`src/rtl/cnn1d_pkg.sv`:
```
// rtl/cnn1d_pkg.sv - shared types and helpers for the cnn1d front-end blocks
package cnn1d_pkg;

  typedef enum logic {
    IDLE  = 1'b0,
    BURST = 1'b1
  } sched_state_t;

  function automatic int clog2(input int value);
    int r;
    r = 0;
    while ((1 << r) < value) r++;
    return r;
  endfunction

endpackage

```
`src/rtl/subsample_scheduler_if.sv`:
```
// rtl/subsample_scheduler_if.sv - per-channel sample inputs and tagged shared output stream
interface subsample_scheduler_if #(
  parameter int NUM_CHANNELS = 4,
  parameter int DATA_WIDTH   = 12,
  parameter int CHAN_WIDTH   = 2
);
  logic [NUM_CHANNELS-1:0]            sched_valid_in;
  logic [NUM_CHANNELS-1:0]            sched_ready_in;
  logic [NUM_CHANNELS*DATA_WIDTH-1:0] sched_data_in;
  logic                               sched_ready_out;
  logic                               sched_valid_out;
  logic [DATA_WIDTH-1:0]              sched_data_out;
  logic [CHAN_WIDTH-1:0]              sched_chan_out;
  logic                               sched_last_out;

  // master: the scheduler itself; slave: front ends plus downstream stage
  modport master (
    input  sched_valid_in, sched_data_in, sched_ready_out,
    output sched_ready_in, sched_valid_out, sched_data_out, sched_chan_out, sched_last_out
  );

  modport slave (
    output sched_valid_in, sched_data_in, sched_ready_out,
    input  sched_ready_in, sched_valid_out, sched_data_out, sched_chan_out, sched_last_out
  );
endinterface

```
`src/rtl/subsample_scheduler_rr_pick.sv`:
```
// rtl/subsample_scheduler_rr_pick.sv - combinational round-robin search from a start pointer
module rr_pick #(
  parameter int N = 4,
  parameter int W = 2
) (
  input  logic [N-1:0] i_req,
  input  logic [W-1:0] i_start,
  output logic         o_found,
  output logic [W-1:0] o_idx
);

  // Walk offsets from farthest to nearest so the nearest request wins.
  always_comb begin
    int j;
    j       = 0;
    o_found = 1'b0;
    o_idx   = '0;
    for (int i = N - 1; i >= 0; i--) begin
      j = int'(i_start) + i;
      if (j >= N) j = j - N;
      if (i_req[j]) begin
        o_found = 1'b1;
        o_idx   = W'(j);
      end
    end
  end

endmodule

```
`src/rtl/subsample_scheduler.sv`:
```
// rtl/subsample_scheduler.sv - grants one channel per BURST_LEN-sample window onto the shared subsample stage
module subsample_scheduler
  import cnn1d_pkg::*;
#(
  parameter int NUM_CHANNELS = 4,
  parameter int DATA_WIDTH   = 12,
  parameter int BURST_LEN    = 400
) (
  input logic                    clk,
  input logic                    rst,
  subsample_scheduler_if.master  bus
);

  localparam int CHAN_WIDTH    = (clog2(NUM_CHANNELS) > 1) ? clog2(NUM_CHANNELS) : 1;
  localparam int COUNTER_WIDTH = (clog2(BURST_LEN) > 1) ? clog2(BURST_LEN) : 1;
  localparam logic [CHAN_WIDTH-1:0]    LAST_CHAN  = CHAN_WIDTH'(NUM_CHANNELS - 1);
  localparam logic [COUNTER_WIDTH-1:0] LAST_COUNT = COUNTER_WIDTH'(BURST_LEN - 1);

  sched_state_t              r_state, w_next_state;
  logic [CHAN_WIDTH-1:0]     r_grant, r_rr_ptr, r_chan_out, w_pick_idx;
  logic [COUNTER_WIDTH-1:0]  r_count;
  logic [DATA_WIDTH-1:0]     r_data_out, w_sel_data;
  logic                      r_valid_out, r_last_out;
  logic                      w_pick_found, w_sel_valid, w_out_ready, w_in_hs, w_last_beat;
  logic [NUM_CHANNELS-1:0]   w_ready_in;

  rr_pick #(.N(NUM_CHANNELS), .W(CHAN_WIDTH)) u_rr_pick (
    .i_req   (bus.sched_valid_in),
    .i_start (r_rr_ptr),
    .o_found (w_pick_found),
    .o_idx   (w_pick_idx)
  );

  always_comb begin
    w_sel_valid = 1'b0;
    w_sel_data  = '0;
    for (int c = 0; c < NUM_CHANNELS; c++) begin
      if (r_grant == CHAN_WIDTH'(c)) begin
        w_sel_valid = bus.sched_valid_in[c];
        w_sel_data  = bus.sched_data_in[c*DATA_WIDTH +: DATA_WIDTH];
      end
    end
  end

  // Output register can take a new sample when empty or draining this cycle.
  assign w_out_ready = !r_valid_out || bus.sched_ready_out;
  assign w_last_beat = (r_count == LAST_COUNT);

  always_comb begin
    w_next_state = r_state;
    w_ready_in   = '0;
    w_in_hs      = 1'b0;
    case (r_state)
      IDLE: begin
        if (w_pick_found) w_next_state = BURST;
      end
      BURST: begin
        for (int c = 0; c < NUM_CHANNELS; c++) begin
          w_ready_in[c] = (r_grant == CHAN_WIDTH'(c)) && w_out_ready;
        end
        w_in_hs = w_sel_valid && w_out_ready;
        if (w_in_hs && w_last_beat) w_next_state = IDLE;
      end
      default: w_next_state = IDLE;
    endcase
  end

  always_ff @(posedge clk) begin
    if (!rst) r_state <= IDLE;
    else      r_state <= w_next_state;
  end

  always_ff @(posedge clk) begin
    if (!rst) begin
      r_grant  <= '0;
      r_count  <= '0;
      r_rr_ptr <= '0;
    end else if (r_state == IDLE) begin
      if (w_pick_found) begin
        r_grant <= w_pick_idx;
        r_count <= '0;
      end
    end else if (w_in_hs) begin
      if (w_last_beat) begin
        r_count  <= '0;
        r_rr_ptr <= (r_grant == LAST_CHAN) ? '0 : r_grant + 1'b1;
      end else begin
        r_count <= r_count + 1'b1;
      end
    end
  end

  always_ff @(posedge clk) begin
    if (!rst) begin
      r_valid_out <= 1'b0;
      r_data_out  <= '0;
      r_chan_out  <= '0;
      r_last_out  <= 1'b0;
    end else if (w_in_hs) begin
      r_valid_out <= 1'b1;
      r_data_out  <= w_sel_data;
      r_chan_out  <= r_grant;
      r_last_out  <= w_last_beat;
    end else if (r_valid_out && bus.sched_ready_out) begin
      r_valid_out <= 1'b0;
    end
  end

  assign bus.sched_ready_in  = w_ready_in;
  assign bus.sched_valid_out = r_valid_out;
  assign bus.sched_data_out  = r_data_out;
  assign bus.sched_chan_out  = r_chan_out;
  assign bus.sched_last_out  = r_last_out;

endmodule

```
`src/flat_wrapper.sv`:
```
// flat-port wrapper written by rule: the top's interface ports become plain ports
module subsample_scheduler_flat import cnn1d_pkg::*;
#(
  parameter int NUM_CHANNELS = 4,
  parameter int DATA_WIDTH   = 12,
  parameter int BURST_LEN    = 400
)
  (clk, rst, bus_sched_valid_in, bus_sched_data_in, bus_sched_ready_out, bus_sched_ready_in, bus_sched_valid_out, bus_sched_data_out, bus_sched_chan_out, bus_sched_last_out);
  subsample_scheduler_if #(.NUM_CHANNELS(NUM_CHANNELS), .DATA_WIDTH(DATA_WIDTH), .CHAN_WIDTH((2))) bus_i ();
  input logic clk;
  input logic rst;
  input wire logic [$bits(bus_i.sched_valid_in)-1:0] bus_sched_valid_in;
  input wire logic [$bits(bus_i.sched_data_in)-1:0] bus_sched_data_in;
  input wire logic [$bits(bus_i.sched_ready_out)-1:0] bus_sched_ready_out;
  output wire logic [$bits(bus_i.sched_ready_in)-1:0] bus_sched_ready_in;
  output wire logic [$bits(bus_i.sched_valid_out)-1:0] bus_sched_valid_out;
  output wire logic [$bits(bus_i.sched_data_out)-1:0] bus_sched_data_out;
  output wire logic [$bits(bus_i.sched_chan_out)-1:0] bus_sched_chan_out;
  output wire logic [$bits(bus_i.sched_last_out)-1:0] bus_sched_last_out;
  assign bus_i.sched_valid_in = bus_sched_valid_in;
  assign bus_i.sched_data_in = bus_sched_data_in;
  assign bus_i.sched_ready_out = bus_sched_ready_out;
  assign bus_sched_ready_in = bus_i.sched_ready_in;
  assign bus_sched_valid_out = bus_i.sched_valid_out;
  assign bus_sched_data_out = bus_i.sched_data_out;
  assign bus_sched_chan_out = bus_i.sched_chan_out;
  assign bus_sched_last_out = bus_i.sched_last_out;
  subsample_scheduler #(.NUM_CHANNELS(NUM_CHANNELS), .DATA_WIDTH(DATA_WIDTH), .BURST_LEN(BURST_LEN)) u_core (.clk(clk), .rst(rst), .bus(bus_i));
endmodule
```
`config.mk`:
```
export PLATFORM = sky130hd
export DESIGN_NAME = subsample_scheduler_flat
export DESIGN_NICKNAME = d
export VERILOG_FILES = /design/src/rtl/cnn1d_pkg.sv /design/src/rtl/subsample_scheduler_if.sv /design/src/rtl/subsample_scheduler_rr_pick.sv /design/src/rtl/subsample_scheduler.sv /design/src/flat_wrapper.sv
export SDC_FILE = /design/constraint.sdc
export NUM_CORES = 1
export LEC_CHECK = 0
export ABC_CLOCK_PERIOD_IN_PS = 6200
export CORE_MARGIN = 2
export CORE_UTILIZATION = 35
export DETAILED_ROUTE_END_ITERATION = 6
export GPL_TIMING_DRIVEN = 0
export PLACE_DENSITY = 0.7
export SYNTH_ARGS = -nofsm -noshare
export SYNTH_HDL_FRONTEND = slang
export SYNTH_SLANG_ARGS = --single-unit
```
`constraint.sdc`:
```
create_clock -name clk -period 6.2 [get_ports clk]
set_input_delay 0.62 -clock clk [delete_from_list [all_inputs] [get_ports clk]]
set_output_delay 0.62 -clock clk [all_outputs]
set_load 0.1 [all_outputs]
```
==> impl_metrics.env <==
export IMPL_yosysMostFrequentCell="dfxtp_1"
export IMPL_holdCritPathClass="reg2reg"
export IMPL_syn_to_final_growth_pct=46.8
export IMPL_yosys_cell_types_count=41
export IMPL_grt_antenna_before_repair=0
export IMPL_htree_levels=2
export IMPL_core_area_um2=5410
export IMPL_cts_setup_buffers=0
export IMPL_synthCells=240
export IMPL_min_to="u_core.bus.sched_last_out"
export IMPL_ys_ff_latch=30
export IMPL_rsz0062_at_grt="no"
export IMPL_cts_tree="yes"
export IMPL_worst_slew_pin_slew_ns=0.998
export IMPL_viasPerCell=5.51
export IMPL_drtPass1Iterations=4
export IMPL_wl_per_cell_um=15.6
export IMPL_worst_hold_startpoint="u_core.bus.sched_last_out"
export IMPL_avgSynthCellArea_um2=8.04
export IMPL_status="finished clean"
export IMPL_worst_setup_path_start_kind="register"
export IMPL_nFillCells=514
export IMPL_grt_pass1_vias=1926
export IMPL_final_area_um2=2830
export IMPL_die_w_um=78.2
export IMPL_num_vias=2154
export IMPL_leakagePower_nw=1.04
export IMPL_critPathMaxStageDelay_ns=1.13
export IMPL_port_buffers=73
export IMPL_synth_nets=300
export IMPL_peakVddDrop_v=0.000102
export IMPL_r2r_setup_slack_ns=3.83
export IMPL_reg2reg_depth=6
export IMPL_endpoint_kind="output pin"
export IMPL_boundaryPins=75
export IMPL_cp_required_ns=5.58
export IMPL_gr_total_overflow=0
export IMPL_fin_crit_sh_pct=61.1
export IMPL_postPlaceCellArea_um2=2750
export IMPL_r2r_start="u_core.r_grant[0]"
export IMPL_final_setup_viol_count=0
export IMPL_drtAntennaViolNets=0
export IMPL_postLayoutCoreUtil_pct=52.4
export IMPL_path_cells="ha_1 > clkbuf_1 > clkbuf_1 > and3_1 > clkdlybuf4s50_1"
export IMPL_initial_utilization_pct=35.7
export IMPL_routed_wl_mm=6.09
export IMPL_die_area_um2=6120
export IMPL_path_max_fanout=10
export IMPL_crit_type="reg2out"
export IMPL_hold_buffers=0
export IMPL_synth_flop_cell="dfxtp_1"
export IMPL_ys_warn_count=0
export IMPL_gp_congestion=0.831
export IMPL_cts_sinks=30
export IMPL_r2r_end="u_core.r_count[2]"
export IMPL_netlist_area_um2=1930
export IMPL_cts_root_buf="clkbuf_8"
export IMPL_synth_edf_count=0
export IMPL_cpMostUsedCell="clkbuf_1"
export IMPL_synth_yosys_seq_area_share_pct=31.1
export IMPL_clk_pin_slew_ns=0.06
export IMPL_cts_buffers_inserted=5
export IMPL_yosysTopAreaCell="dfxtp_1"
export IMPL_grtUsageTotal_pct=19.6
export IMPL_remaining_drc_errors=0
export IMPL_clock_skew_ns=0.00815
export IMPL_slew_violations=0
export IMPL_worstPathArrival_ns=3.17
export IMPL_async_flop_share_pct=0
export IMPL_synthTopCellsByArea="dfxtp_1 (31%), o221a_2 (7.0%), a21oi_1 (5.7%)"
export IMPL_synth_top_area_share_pct=31.1
export IMPL_relSlewSlack_pct=33.3
export IMPL_initialDrtViolationCount=130
export IMPL_cts_buffer_depth=2
export IMPL_grt_pass1_wl_mm=9.54
export IMPL_powerDensity_nw_per_um2=200
export IMPL_finish_net_count=380
export IMPL_grt_max_degree=11
export IMPL_insertion_delay_ns=0.28
export IMPL_fin_crit_ns=3.79
export IMPL_fmax_mhz=264
export IMPL_drive_gt1_share_pct=7.52
export IMPL_cap_violations=0
export IMPL_min_path_cells=2
export IMPL_cpMaxStageDelayCell="clkdlybuf4s50_1"
export IMPL_tns_ns=0
export IMPL_rows=27
export IMPL_final_hold_viol_count=0
export IMPL_cts_resized=0
export IMPL_post_dp_hpwl_mm=4.49
export IMPL_die_h_um=78.2
export IMPL_synth_common_cells="dfxtp_1 (30), a21oi_1 (22), nand2_1 (21)"
export IMPL_antennaDiodeCount=0
==> per-stage QoR <==
step                      total power (W)  setup slack (ns)  instances  hold WS [ns]
after global placement           0.000413              2.73        385         0.469
after detailed placement         0.000414              2.73        385         0.473
after CTS                        0.000567              2.42        391         0.483
final                            0.000567              2.41        391         0.481
after floorplan                  0.000342              3.59        240         0.451
after global routing             0.000588              2.27        391         0.511
==> final cells by class <==
class / count / area (um^2) / share of cell area, %
Inverter: 20 / 75.1 / 2.65
Timing Repair Buffer: 73 / 731 / 25.8
Clock buffer: 6 / 82.6 / 2.92
Buffer: 18 / 80.1 / 2.83
Sequential cell: 30 / 601 / 21.2
Multi-Input combinational cell: 172 / 1170 / 41.4
Tap cell: 72 / 90.1 / 3.18
==> sequential cells by signal, indices dropped and copies added, names as in the netlist <==
signal / cells
u_core.r_grant: 2
u_core.bus.sched_data_out: 12
u_core.bus.sched_valid_out: 1
u_core.r_rr_ptr: 2
u_core.bus.sched_last_out: 1
u_core.r_state: 1
u_core.bus.sched_chan_out: 2
u_core.r_count: 9
==> critical path, delay by kind of cell (launching register included) <==
kind / cells / cell delay, ns
adders and majority gates: 1 / 0.21
buffers and inverters: 3 / 2.00
DFF: 1 / 0.45
and+or+nand+nor: 1 / 0.22
==> routing by layer <==
layer  track usage, %  up-vias  wire [um]
met4             5.96        0         65
met3             3.56        5        312
met1             26.8     1012       2840
met2             31.4       61       2870
met5                0        -          0
li1                 -     1076          -
==> cells in the final DEF (no fill, tap or decap), types with 2 or more instances in the layout <==
cell type,n
a211oi_1,2
a21oi_1,22
a221oi_1,12
a31oi_1,3
and3_1,7
clkbuf_1,14
clkbuf_8,6
clkdlybuf4s50_1,73
dfxtp_1,30
ha_1,5
inv_1,19
mux2i_1,4
nand2_1,21
nand2b_1,5
nand3_1,19
nand3b_1,13
nand4_1,4
nor2_1,4
nor2b_1,2
nor3_1,3
o2111ai_1,4
o211ai_1,2
o21a_1,4
o21ai_0,8
o221a_2,12
o221ai_1,2
or4_1,3
==> report_power, final <==
part	internal [W]	leakage [nW]	switching, W
clock	0.0000854	0.0431	0.0000698
sequential	0.000203	0.244	0.00000661
combinational	0.0000763	0.751	0.000126
==> how the worst max path moves through the flow <==
stage                       endpoint  cells after the start              start  slack, ns
4_1_cts        bus_sched_ready_in[3]                      5  u_core.r_grant[0]       2.42
2_1_floorplan  bus_sched_ready_in[3]                      4  u_core.r_grant[0]       3.59
3_3_place_gp   bus_sched_ready_in[3]                      5  u_core.r_grant[0]       2.73
6_report       bus_sched_ready_in[3]                      5  u_core.r_grant[0]       2.41
5_1_grt        bus_sched_ready_in[3]                      5  u_core.r_grant[0]       2.27
3_5_place_dp   bus_sched_ready_in[3]                      5  u_core.r_grant[0]       2.73
==> cells by family (layout without fill, tap and decap cells) <==
logic type / after synthesis / in the layout / share of synthesized area (%)
mux: 4 / 4 / 2.08
simple gates: 88 / 88 / 25.5
compound gates: 75 / 75 / 30.0
buf+inv: 38 / 117 / 8.04
flops: 30 / 30 / 31.1
fa+ha+maj: 5 / 5 / 3.24
Note: power is estimated with default switching activity, not from simulation.
